===== src/rtl/gc_cntr_rx.sv =====
// Receive side of a Gray-coded counter crossing: synchronizes the remote count,
// decodes it to binary, reports signed steps and keeps a local running total.
module gc_cntr_rx #(
    parameter int WIDTH       = 8,
    parameter int SYNC_STAGES = 2,
    parameter int ACC_WIDTH   = 16
) (
    input  logic                 clk,
    input  logic                 rst,
    input  logic [WIDTH-1:0]     gc_in,
    input  logic                 clear,
    output logic [WIDTH-1:0]     bin_out,
    output logic [WIDTH-1:0]     delta,
    output logic                 adv,
    output logic                 multi,
    output logic [ACC_WIDTH-1:0] acc,
    output logic                 aligned
);

    localparam int CNT_W = $clog2(SYNC_STAGES + 1);
    localparam logic [CNT_W-1:0] ALIGN_LAST = CNT_W'(SYNC_STAGES);

    typedef enum logic {
        ALIGN,
        TRACK
    } state_e;

    state_e                 state_q, state_d;
    logic [WIDTH-1:0]       sync_q [SYNC_STAGES];
    logic [WIDTH-1:0]       s_gc;
    logic [WIDTH-1:0]       bin_dec;
    logic [WIDTH-1:0]       gc_diff;
    logic [WIDTH-1:0]       step;

    logic [CNT_W-1:0]       align_cnt_q, align_cnt_d;
    logic [WIDTH-1:0]       prev_gc_q, prev_gc_d;
    logic [WIDTH-1:0]       bin_q, bin_d;
    logic [WIDTH-1:0]       delta_q, delta_d;
    logic                   adv_q, adv_d;
    logic                   multi_q, multi_d;
    logic [ACC_WIDTH-1:0]   acc_q, acc_d;
    logic                   aligned_q, aligned_d;

    // Plain flop chain: nothing may sit between stages or the MTBF suffers.
    always_ff @(posedge clk) begin
        if (rst) begin
            for (int i = 0; i < SYNC_STAGES; i++) sync_q[i] <= '0;
        end else begin
            sync_q[0] <= gc_in;
            for (int i = 1; i < SYNC_STAGES; i++) sync_q[i] <= sync_q[i-1];
        end
    end

    assign s_gc = sync_q[SYNC_STAGES-1];

    always_comb begin
        bin_dec = '0;
        for (int i = 0; i < WIDTH; i++) bin_dec[i] = ^(s_gc >> i);
    end

    assign gc_diff = s_gc ^ prev_gc_q;
    assign step    = bin_dec - bin_q;

    always_ff @(posedge clk) begin
        if (rst) state_q <= ALIGN;
        else     state_q <= state_d;
    end

    always_comb begin
        state_d = state_q;
        if (clear) begin
            state_d = ALIGN;
        end else begin
            case (state_q)
                ALIGN:   if (align_cnt_q == ALIGN_LAST) state_d = TRACK;
                TRACK:   state_d = TRACK;
                default: state_d = ALIGN;
            endcase
        end
    end

    // The ALIGN wait lets stale synchronizer contents flush before the first sample is taken.
    always_comb begin
        align_cnt_d = align_cnt_q;
        prev_gc_d   = prev_gc_q;
        bin_d       = bin_q;
        delta_d     = delta_q;
        adv_d       = 1'b0;
        multi_d     = 1'b0;
        acc_d       = acc_q;
        aligned_d   = aligned_q;
        if (clear) begin
            align_cnt_d = '0;
            aligned_d   = 1'b0;
        end else if (state_q == ALIGN) begin
            if (align_cnt_q == ALIGN_LAST) begin
                align_cnt_d = '0;
                prev_gc_d   = s_gc;
                bin_d       = bin_dec;
                acc_d       = '0;
                aligned_d   = 1'b1;
            end else begin
                align_cnt_d = align_cnt_q + 1'b1;
            end
        end else if (gc_diff != '0) begin
            prev_gc_d = s_gc;
            bin_d     = bin_dec;
            delta_d   = step;
            adv_d     = 1'b1;
            multi_d   = (gc_diff & (gc_diff - 1'b1)) != '0;
            acc_d     = acc_q + ACC_WIDTH'($signed(step));
        end
    end

    always_ff @(posedge clk) begin
        if (rst) begin
            align_cnt_q <= '0;
            prev_gc_q   <= '0;
            bin_q       <= '0;
            delta_q     <= '0;
            adv_q       <= 1'b0;
            multi_q     <= 1'b0;
            acc_q       <= '0;
            aligned_q   <= 1'b0;
        end else begin
            align_cnt_q <= align_cnt_d;
            prev_gc_q   <= prev_gc_d;
            bin_q       <= bin_d;
            delta_q     <= delta_d;
            adv_q       <= adv_d;
            multi_q     <= multi_d;
            acc_q       <= acc_d;
            aligned_q   <= aligned_d;
        end
    end

    assign bin_out = bin_q;
    assign delta   = delta_q;
    assign adv     = adv_q;
    assign multi   = multi_q;
    assign acc     = acc_q;
    assign aligned = aligned_q;

endmodule


===== config.mk =====
export PLATFORM = sky130hd
export DESIGN_NAME = gc_cntr_rx
export DESIGN_NICKNAME = d
export VERILOG_FILES = /design/src/rtl/gc_cntr_rx.sv
export SDC_FILE = /design/constraint.sdc
export NUM_CORES = 1
export LEC_CHECK = 0
export ABC_AREA = 1
export CAP_MARGIN = 20
export CORE_ASPECT_RATIO = 1.75
export CORE_UTILIZATION = 48
export DETAILED_ROUTE_END_ITERATION = 10
export GPL_ROUTABILITY_DRIVEN = 1
export PLACE_DENSITY = 0.69
export SLEW_MARGIN = 20
export SYNTH_ARGS = -nofsm -noshare
export SYNTH_HDL_FRONTEND = slang
export SYNTH_SLANG_ARGS = --single-unit

===== constraint.sdc =====
create_clock -name clk -period 5 [get_ports clk]
set_input_delay 0.5 -clock clk [delete_from_list [all_inputs] [get_ports clk]]
set_output_delay 0.5 -clock clk [all_outputs]
set_load 0.02 [all_outputs]

Yosys cells after proc, flatten, opt, wreduce, memory -nomap -nowiden
Memory sizes are Yosys's and may differ from the RTL's.
Index checks and enable logic that the tools add are counted.
{"block": "op_classes", "addsub": 4, "n_mul": 0, "div": 0, "magnitude_cmp": 0, "eq_ne": 2, "shift": 0, "muxes": 18, "n_bitwise": 7, "n_reduce_logical": 17}
{"operator": "8-bit 2-to-1 mux", "count": 8}
{"operator": "8-bit XOR reduction", "count": 8}
{"operator": "16-bit 2-to-1 mux", "count": 3}
{"operator": "16-bit adder", "count": 1}
{"operator": "8-bit nonzero test", "count": 2}
{"operator": "8-bit bitwise AND", "count": 1}
{"operator": "8-bit by 1-bit subtractor with 8-bit output, second input constant", "count": 1}
{"operator": "8-bit subtractor", "count": 1}
{"operator": "8-bit bitwise XOR", "count": 1}
{"operator": "3-bit AND reduction", "count": 2}
{"operator": "1-bit 2-to-1 mux", "count": 5}
{"operator": "4-bit OR reduction", "count": 1}
{"operator": "1-bit inverter", "count": 3}
{"operator": "3-bit OR reduction", "count": 1}
{"operator": "2-bit by 1-bit adder with 2-bit output, second input constant", "count": 1}
{"operator": "2-bit == test, second input constant", "count": 1}
{"operator": "2-bit 2-to-1 mux", "count": 1}
{"operator": "2-bit by 1-bit inequality test with 1-bit output, second input constant", "count": 1}
{"operator": "1-bit bitwise OR", "count": 2}
{"operator": "1-bit case mux with 2 select lines", "count": 1}
{"operator": "2-bit AND reduction", "count": 1}
{"operator": "2-bit nonzero test", "count": 1}
{"operator": "2-bit OR reduction", "count": 1}
{"block": "word_totals", "register_bits": 46, "latch_bits": 0, "ram_bits": 16, "romBits": 0, "inputBits": 11, "memories": 1}
{"name": "sync_q", "words": 2, "word_bits": 8, "read_ports": 2, "rd_clocked_by_memory_dff": 0, "wr": 2, "line_no": "29", "text": "logic [WIDTH-1:0] sync_q [SYNC_STAGES];"}

Longest topological paths before layout
Gate-level depths: netlist of run 1.
{"block": "depth", "word_depth": 5, "mapped_depth": 24}

Worst setup path after synthesis of run 1
Ideal clock, no wire load.
{"block": "synth_timing", "path_kind": "flip-flop to flip-flop", "from": "mem sync_q[1][6], in the netlist sync_q[0][14]", "to": "reg acc_q[11], in the netlist acc[11]", "setup_ns": 0.071, "t_arrival_ns": 3.568, "slack_ns": 1.361, "stages_incl_launch_ff": 23, "synth_period_minus_slack_ns": 3.639, "path_cell_list": "dfxtp_1 -> xor2_2 -> or2_2 -> nand2_1 -> xor2_1 -> inv_1 -> ha_1 -> fa_1 -> o21ai_0 -> nand2_1 -> nand2_1 -> a21oi_1 -> xor2_1 -> inv_1 -> ha_1 -> nand2_1 -> inv_1 -> a21oi_1 -> nand2_1 -> a21oi_1 -> xnor2_1 -> nand2_1 -> a21oi_1"}
{"element": "start, declared", "line_no": "29"}
{"element": "end signal, assigned", "line_no": "123", "text": "acc_q <= '0;"}
{"element": "end signal, assigned", "line_no": "132", "text": "acc_q <= acc_d;"}
{"element": "end, declared", "line_no": "41", "text": "logic [ACC_WIDTH-1:0] acc_q, acc_d;"}

==> results of run 1 <==
layout by cell type (no fill, tap or decap), types with 14 or more instances in the layout:
cell type	Yosys	routed
o21ai_0	28	28
a21oi_1	39	39
dfxtp_1	61	61
nand2_1	97	97
clkdlybuf4s50_1	0	45
xor2_1	17	17
ha_1	25	25
xnor2_1	14	14
nand3_1	22	22
inv_1	59	59
nor2_1	71	71
stage by stage:
| stage | instances | util | hold WS [ps] | instance area (µm²) |
|---|---|---|---|---|
| finish | 613 | 0.616 | 397 | 4280 |
| global route | 613 | 0.616 | 417 | 4280 |
| CTS | 613 | 0.616 | 400 | 4280 |
| detailed placement | 597 | 0.570 | 395 | 3970 |
| global placement | 597 | 0.570 | 392 | 3970 |
| floorplan | 480 | - | 388 | 3510 |
state kept, by name, summed over array words and instances (netlist names):
| register | flops |
|---|---|
| acc | 16 |
| adv | 1 |
| align_cnt_q | 2 |
| aligned | 1 |
| bin_out | 7 |
| delta | 8 |
| multi | 1 |
| prev_gc_q | 8 |
| state_q | 1 |
| sync_q | 16 |
worst max-delay path: cells and delay by family (launching register included):
family	cells	cell delay, ps
adder cells (fa/ha/maj)	3	930
buffers and inverters	3	220
AO/OA/AOI/OAI	5	790
flip-flops	1	350
AND/OR/NAND/NOR	7	930
XOR/XNOR	4	750
kinds of logic after synthesis:
kind of cell             count (synthesis)  share of synthesized area
flip-flops                              61                      0.348
buffers and inverters                   75                     0.0974
AND/OR/NAND/NOR                        209                      0.256
adder cells (fa/ha/maj)                 28                      0.103
AO/OA/AOI/OAI                           75                      0.112
XOR/XNOR                                32                     0.0821
final cells by class:
type / instances / area, µm²
clock buffers: 10 / 229
clock inverters: 6 / 87.6
fillers: 662 / 2670
inverters: 62 / 240
multi-input cells: 344 / 1940
flip-flops and latches: 61 / 1220
well taps: 84 / 105
repair buffers: 46 / 458
power by group through the flow:
stage	clock [µW]	sequential [µW]	combinational, µW
after floorplan	0	518	249
after global placement	0	517	316
after detailed placement	0	517	324
after CTS	673	507	326
after global routing	692	508	370
final	661	507	327
metal layers:
layer / routed length (µm) / vias up / global-route usage
li1: - / 1601 / -
met5: 0 / - / 0
met1: 3110 / 1415 / 0.245
met2: 4280 / 63 / 0.411
met4: 318 / 0 / 0.145
met3: 275 / 19 / 0.0437
worst min-delay path by stage:
| stage | startpoint | endpoint | slack (ps) | depth (start not counted) |
|---|---|---|---|---|
| final | sync_q[0][4] | sync_q[0][12] | 400 | 2 |
| after global routing | sync_q[0][4] | sync_q[0][12] | 420 | 2 |
| after CTS | sync_q[0][7] | sync_q[0][15] | 400 | 2 |
| after detailed placement | sync_q[0][4] | sync_q[0][12] | 400 | 2 |
| after global placement | sync_q[0][2] | sync_q[0][10] | 390 | 2 |
| after floorplan | sync_q[0][2] | sync_q[0][10] | 390 | 2 |
==> flow_summary.json, run 1 <==
{
  "portBuffers": 45,
  "ys_ff_latch": 61,
  "rows": 40,
  "crit_end": "acc[11]",
  "synth_common_cells": "97 x nand2_1, 71 x nor2_1, 61 x dfxtp_1",
  "cts-root-buf": "clkbuf_16",
  "cp_data_required_time_ps": 5270,
  "cts_max_level": 3,
  "synthTopCellsByArea": "dfxtp_1 35%, nand2_1 10%, ha_1 8.9%",
  "worst_slew_pin_slew_ps": 586,
  "r2r-end": "acc[11]",
  "crit_chain": "xor2_2 -> or2_2 -> nand2_1 -> xor2_1 -> inv_1 -> ha_1 -> fa_1 -> o21ai_0 -> nand2_1 -> nand2_1 -> a21oi_1 -> xor2_1 -> inv_1 -> ha_1 -> nand2_1 -> inv_1 -> a21oi_1 -> nand2_1 -> a21oi_1 -> xnor2_1 -> nand2_1 -> a21oi_1",
  "status": "finished clean",
  "fin_skew_ps": 4.13,
  "maxSlewHeadroom": 0.609,
  "power.density_mw_per_mm2": 349,
  "yosysWarnings": 0,
  "post_drt_wl_per_cell_um": 13.0,
  "drtPass1Iterations": 4,
  "crit_start": "sync_q[0][14]",
  "syn_nets": 518,
  "r2r_cells": 22,
  "syn_area_per_cell_um2": 7.30,
  "fin_ws_ps": 943,
  "grt_pass1_vias": 2935,
  "totalWireLength_um": 7990,
  "grt_util_all_layers": 0.233,
  "drt_iter0_drc": 137,
  "rsz0062_at_grt": "no",
  "hold_viol": 0,
  "cts_tree": "done",
  "io_pins": 46,
  "gr-total-overflow": 0,
  "antenna-diode-count": 0,
  "die_area_mm2": 0.00766,
  "fmax_mhz": 246,
  "swShare": 0.294,
  "setup_violations": 0,
  "critPathMaxStageDelay_ps": 400,
  "r2r_slack_ps": 940,
  "worstSetupStartpointType": "flop",
  "clock_path_buffers": 2,
  "p_int_uw": 1060,
  "seqPwrFrac": 0.339,
  "yosysTopAreaCellShare": 0.348,
  "design.core.area_mm2": 0.00696,
  "cts_buffers": 9,
  "timing.rr.start": "sync_q[0][14]",
  "p_switching_uw": 439,
  "slew_viol_final": 0,
  "grt_max_degree": 37,
  "synth_edf_count": 0,
  "p_clk_frac": 0.442,
  "dpl.hpwl_um": 5870,
  "start_util": 0.504,
  "syn_area_mm2": 0.00351,
  "final.period_utilization": 0.811,
  "gp_congestion": 0.897,
  "hold_buffers": 0,
  "cp_slowest_cell": "fa_1",
  "irDropWorstVdd_uv": 198,
  "async_flop_share": 0,
  "ant_nets": 0,
  "ctsResizeCount": 0,
  "clk_pin_slew_worst_paths_ps": 50,
  "yosysSeqAreaShare": 0.348,
  "leakage_uw": 0.00204,
  "remaining_drc_errors": 0,
  "area_growth_pct": 22.2,
  "vias_per_cell": 5.05,
  "layout-drive-gt1-share": 0.0548,
  "clock_latency_ps": 340,
  "die_x_um": 66.6,
  "netlist-cell-type-count": 35,
  "min_path_type": "flop to flop",
  "pre_cts_slack_ps": 955,
  "synth_ff_type": "dfxtp_1",
  "max-cap-violations": 0,
  "layout.nets": 562,
  "grt_pass1_wl_um": 13300,
  "vias": 3098,
  "finalSetupTns_ps": 0,
  "cpMostUsedCell": "nand2_1",
  "synthCells": 480,
  "die_h_um": 115,
  "numClockSinks": 61,
  "fin_crit_ps": 4060,
  "power.total_uw": 1490,
  "yosysMostFrequentCell": "nand2_1",
  "antenna_found_initial": 0,
  "critPathKind": "flop to flop",
  "power.share.combinational": 0.219,
  "path_max_fanout": 5,
  "synth_top_cell_by_area": "dfxtp_1",
  "cts_setup_buffers": 0,
  "cp_data_arrival_time_ps": 4320,
  "setup.worst_path.end_class": "flop"
}
Power figures use the tool's default switching activity.
==> inputs of run 2 (changes only) <==
==> constraint.sdc (replaced) <==
create_clock -name clk -period 3.9 [get_ports clk]
set_input_delay 0.39 -clock clk [delete_from_list [all_inputs] [get_ports clk]]
set_output_delay 0.39 -clock clk [all_outputs]
set_load 0.02 [all_outputs]
==> run 2 against run 1 <==
Flip-flop and latch count stayed put. Largest cell class unchanged. Critical endpoint is now acc[15]. Design area is 8.0% higher. Sequential power is 28% higher. Worst setup slack worse by 760 ps. Via count is 3.9% higher. Clock-buffer cell count is 1 higher. Sequential share of layout area is 2.1 points lower. Register-to-register slack worse by 760 ps. Global-route usage is 0.096 points lower.
==> flow_summary.json, run 2 (synthesis results as in run 1) <==
{
  "antenna_found_initial": 0,
  "grt_pass1_wl_um": 13400,
  "post_drt_wl_per_cell_um": 13.8,
  "fin_skew_ps": 6.43,
  "crit_chain": "xor2_2 -> or2_2 -> nand2_2 -> buf_4 -> xnor2_2 -> ha_2 -> a21oi_1 -> o21ai_2 -> nand2_1 -> nand2_1 -> a21oi_1 -> xor2_1 -> inv_1 -> ha_4 -> nand2_1 -> nor2_1 -> nand3_1 -> nand2_2 -> nand2_1 -> nand3_1 -> nand3_1 -> nand3_1 -> a21oi_1",
  "die_x_um": 66.6,
  "dpl.hpwl_um": 5840,
  "min_path_type": "flop to flop",
  "grt_pass1_vias": 3043,
  "gr-total-overflow": 0,
  "area_growth_pct": 32.0,
  "setup.worst_path.end_class": "flop",
  "drt_iter0_drc": 182,
  "status": "finished clean",
  "remaining_drc_errors": 0,
  "r2r_slack_ps": 180,
  "io_pins": 46,
  "critPathMaxStageDelay_ps": 360,
  "rows": 40,
  "max-cap-violations": 0,
  "drtPass1Iterations": 5,
  "clk_pin_slew_worst_paths_ps": 50,
  "critPathKind": "flop to flop",
  "vias": 3220,
  "layout.cells.most_common_list": "93 x nand2_1, 70 x nor2_1, 61 x dfxtp_1, 59 x inv_1, 45 x clkdlybuf4s50_1",
  "min_from": "sync_q[0][5]",
  "fin_ws_ps": 179,
  "design.core.area_mm2": 0.00696,
  "pre_cts_slack_ps": -42.4,
  "register_area_mm2": 0.00122,
  "hold_viol": 0,
  "die_h_um": 115,
  "fin_crit_ps": 3720,
  "timing.rr.start": "sync_q[0][15]",
  "worst_slew_pin_slew_ps": 611,
  "hold_end": "sync_q[0][13]",
  "cts_max_level": 3,
  "totalWireLength_um": 8620,
  "layout-drive-gt1-share": 0.141,
  "numClockSinks": 61,
  "grt_util_all_layers": 0.232,
  "layout.nets": 573,
  "cp_slowest_cell": "ha_2",
  "final_common_cell": "nand2_1",
  "irDropWorstVdd_uv": 268,
  "final.period_utilization": 0.954,
  "fmax_mhz": 269,
  "cp_top_family": "simple AND/OR/NAND/NOR gates",
  "rsz0062_at_grt": "yes",
  "cts-root-buf": "clkbuf_16",
  "antenna-diode-count": 0,
  "cp_data_required_time_ps": 4090,
  "clock_latency_ps": 320,
  "cts_buffers": 9,
  "leakage_uw": 0.00211,
  "vias_per_cell": 5.16,
  "hold-path-cell-count": 2,
  "finalSetupTns_ps": 0,
  "power.density_mw_per_mm2": 435,
  "gp_congestion": 0.996,
  "ant_nets": 0,
  "grt_max_degree": 38,
  "worstSetupStartpointType": "flop",
  "multi_input_area_mm2": 0.00221,
  "slew_viol_final": 0,
  "crit_buf_inv": 2,
  "r2r_cells": 23,
  "r2r-end": "acc[15]",
  "portBuffers": 45,
  "cts_tree": "done",
  "setup_violations": 0,
  "clock_path_buffers": 2,
  "start_util": 0.504,
  "cp_data_arrival_time_ps": 3910,
  "path_max_fanout": 5,
  "die_area_mm2": 0.00766,
  "nFillCells": 580,
  "hold_buffers": 0,
  "maxSlewHeadroom": 0.593
}
==> run 2: final cells by class <==
cell class	count	share of cell area
Tap cell	84	0.0227
Inverter	62	0.0519
Sequential cell	61	0.264
Multi-Input combinational cell	344	0.478
Clock buffer	11	0.0503
Clock inverter	5	0.0162
Timing Repair Buffer	57	0.117
==> run 2: what timing repair did <==
action / 4_1_cts / 5_1_grt
resized for setup: 2 / 42
pin swaps: 0 / 5
setup endpoints to repair: 5 / 11
hold endpoints to repair: 0 / 0
setup buffers: 0 / 3
==> run 2: metal layers <==
layer  up-vias  track usage  routed length (µm)
li1       1625            -                   -
met4         0        0.129                 176
met5         -            0                   0
met3        15       0.0407                 237
met1      1517        0.246                3360
met2        63        0.417                4840
==> run 2: worst register-to-register path, delay by kind of cell (launching register included) <==
family                     cells  cell delay (ps)
and+or+nand+nor               12             1260
adders and majority gates      2              650
xor gates and xnor gates       3              550
AOI/OAI and AO/OA              4              510
DFF                            1              350
buffers and inverters          2              250
==> run 2: how the worst max path moves through the flow <==
| stage | start | to | slack [ps] | cells past startpoint |
|---|---|---|---|---|
| global placement | sync_q[0][14] | acc[9] | 30 | 19 |
| global route | sync_q[0][15] | acc[13] | -40 | 23 |
| floorplan | sync_q[0][14] | acc[11] | 260 | 22 |
| CTS | sync_q[0][14] | acc[11] | 7 | 22 |
| finish | sync_q[0][15] | acc[15] | 180 | 23 |
| detailed placement | sync_q[0][14] | acc[11] | -40 | 22 |
==> run 2: report_power, final <==
group | leakage [µW] | total, µW | internal [µW] | switching (µW)
logic | 0.00147 | 542 | 228 | 314
clock network | 0.000153 | 823 | 555 | 268
registers | 0.000496 | 649 | 639 | 9.70
total | 0.00211 | 2010 | 1420 | 592
==> run 2: per-stage QoR <==
step / power, µW / instances / instance area [µm²] / hold WS, ps / utilization
floorplan: 983 / 480 / 3510 / 388 / -
global placement: 1080 / 605 / 4030 / 392 / 0.579
detailed placement: 1090 / 605 / 4030 / 392 / 0.579
CTS: 1930 / 621 / 4340 / 399 / 0.624
global route: 2120 / 624 / 4630 / 409 / 0.665
finish: 2010 / 624 / 4630 / 397 / 0.665
==> inputs of run 3 (changes only) <==
--- a/config.mk
+++ b/config.mk
@@ -12,6 +12,7 @@
 export DETAILED_ROUTE_END_ITERATION = 10
 export GPL_ROUTABILITY_DRIVEN = 1
 export PLACE_DENSITY = 0.69
+export REMOVE_ABC_BUFFERS = 1
 export SLEW_MARGIN = 20
 export SYNTH_ARGS = -nofsm -noshare
 export SYNTH_HDL_FRONTEND = slang
==> run 3 against run 2 <==
Die area stayed put. Design area is 3.7% lower. Core utilization is 2.5 points lower. Sequential power hardly changed. Largest cell class unchanged. Largest power group unchanged.
==> flow_summary.json, run 3 (synthesis results as in run 1) <==
{
  "r2r_cells": 24,
  "hold_end": "sync_q[0][9]",
  "layout-drive-gt1-share": 0.104,
  "path_max_fanout": 4,
  "fin_crit_ps": 3690,
  "swShare": 0.293,
  "ant_nets": 0,
  "status": "finished clean",
  "antenna_found_initial": 0,
  "die_area_mm2": 0.00766,
  "slew_viol_final": 0,
  "portBuffers": 45,
  "setup_violations": 0,
  "fin_ws_ps": 213,
  "cts_max_level": 3,
  "fmax_mhz": 271,
  "p_int_uw": 1390,
  "clock_path_buffers": 2,
  "power.density_mw_per_mm2": 443,
  "min_from": "sync_q[0][1]",
  "place_area_mm2": 0.00403,
  "timing.rr.start": "sync_q[0][14]",
  "pre_cts_slack_ps": -33.7,
  "leakage_uw": 0.00209,
  "clk_pin_slew_worst_paths_ps": 50,
  "final.period_utilization": 0.945,
  "r2r-end": "acc[15]",
  "gr-total-overflow": 0,
  "r2r_slack_ps": 210,
  "cts_setup_buffers": 0,
  "stdcell_area_mm2": 0.00446,
  "p_switching_uw": 578,
  "hold_viol": 0,
  "gp_congestion": 0.846,
  "worst_slew_pin_slew_ps": 637,
  "cts_buffers": 9,
  "cts-root-buf": "clkbuf_16",
  "post_drt_wl_per_cell_um": 13.4,
  "grt_max_degree": 37,
  "final_common_cell": "nand2_1",
  "grt_pass1_vias": 3083,
  "setup.worst_path.end_class": "flop",
  "max-cap-violations": 0,
  "worstSetupStartpointType": "flop",
  "seqPwrFrac": 0.329,
  "cp_data_required_time_ps": 4150,
  "maxSlewHeadroom": 0.575,
  "die_h_um": 115,
  "fin_skew_ps": 4.99,
  "die_x_um": 66.6,
  "rows": 40,
  "cts_tree": "done",
  "power.share.combinational": 0.239,
  "antenna-diode-count": 0,
  "layout.nets": 570,
  "grt_util_all_layers": 0.237,
  "cp_data_arrival_time_ps": 3940,
  "irDropWorstVdd_uv": 287,
  "drtPass1Iterations": 4,
  "min_path_type": "flop to flop",
  "p_clk_frac": 0.432,
  "grt_pass1_wl_um": 13700,
  "remaining_drc_errors": 0,
  "hold-path-cell-count": 2,
  "clock_latency_ps": 330,
  "vias_per_cell": 5.11,
  "layout.cells.most_common_list": "93 x nand2_1, 69 x nor2_1, 61 x dfxtp_1, 59 x inv_1, 45 x clkdlybuf4s50_1",
  "vias": 3169,
  "io_pins": 46,
  "start_util": 0.504,
  "drt_iter0_drc": 184,
  "dpl.hpwl_um": 5800,
  "critPathKind": "flop to flop",
  "design.core.area_mm2": 0.00696,
  "power.total_uw": 1970,
  "totalWireLength_um": 8290,
  "numClockSinks": 61,
  "area_growth_pct": 27.1
}
==> run 3: worst max path at each step <==
stage / start / end / depth (start not counted)
final: sync_q[0][14] / acc[15] / 24
after global routing: sync_q[0][14] / acc[11] / 22
after CTS: sync_q[0][14] / acc[15] / 24
after detailed placement: sync_q[0][14] / acc[11] / 22
after global placement: sync_q[0][14] / acc[11] / 22
after floorplan: sync_q[0][14] / acc[11] / 22
==> run 3: through the flow <==
step,TNS [ps],instances,hold WS (ps),utilization
finish,0,620,404,0.640
global route,-125,620,426,0.640
CTS,0,620,405,0.625
detailed placement,-33.7,605,397,0.579
global placement,0,605,393,0.579
floorplan,0,467,388,-
==> run 3: critical path, stage by stage, from the launching register on <==
cell,delay (ps)
dfxtp_1,350
xor2_2,200
or2_2,330
nand2_4,110
xor2_2,170
inv_1,80
ha_1,190
fa_1,400
o21ai_1,170
nand2_1,70
nand2_1,60
a21oi_1,60
xor2_1,190
inv_1,100
ha_4,300
nand2_2,70
nor2_1,90
nand3_1,90
nand2_2,120
nand2_1,60
nand3_1,90
inv_1,50
nand2_1,60
nand3_1,60
a21oi_1,140
==> run 3: layout make-up <==
class | count | area, µm²
clock buffers | 10 | 239
clock inverters | 5 | 75.1
fillers | 659 | 2500
inverters | 62 | 240
multi-input cells | 344 | 2060
flip-flops and latches | 61 | 1220
well taps | 84 | 105
repair buffers | 54 | 518
==> run 3: timing repair <==
action,CTS,global route
gates resized for setup,2,22
hold buffers,0,0
endpoints found under the setup margin,2,10
pin swaps,0,1
==> run 3: layer usage <==
| metal | wire length (µm) | share of wire | track usage |
|---|---|---|---|
| met5 | 0 | 0 | 0 |
| met4 | 125 | 0.015 | 0.0950 |
| met3 | 268 | 0.032 | 0.0456 |
| met2 | 4590 | 0.55 | 0.444 |
| met1 | 3310 | 0.40 | 0.248 |
==> run 3: power groups by stage <==
stage               clock network [µW]  registers, µW  logic [µW]
CTS                                862            649         434
global placement                     0            661         422
floorplan                            0            665         310
finish                             853            649         471
detailed placement                   0            662         426
global route                       890            650         528
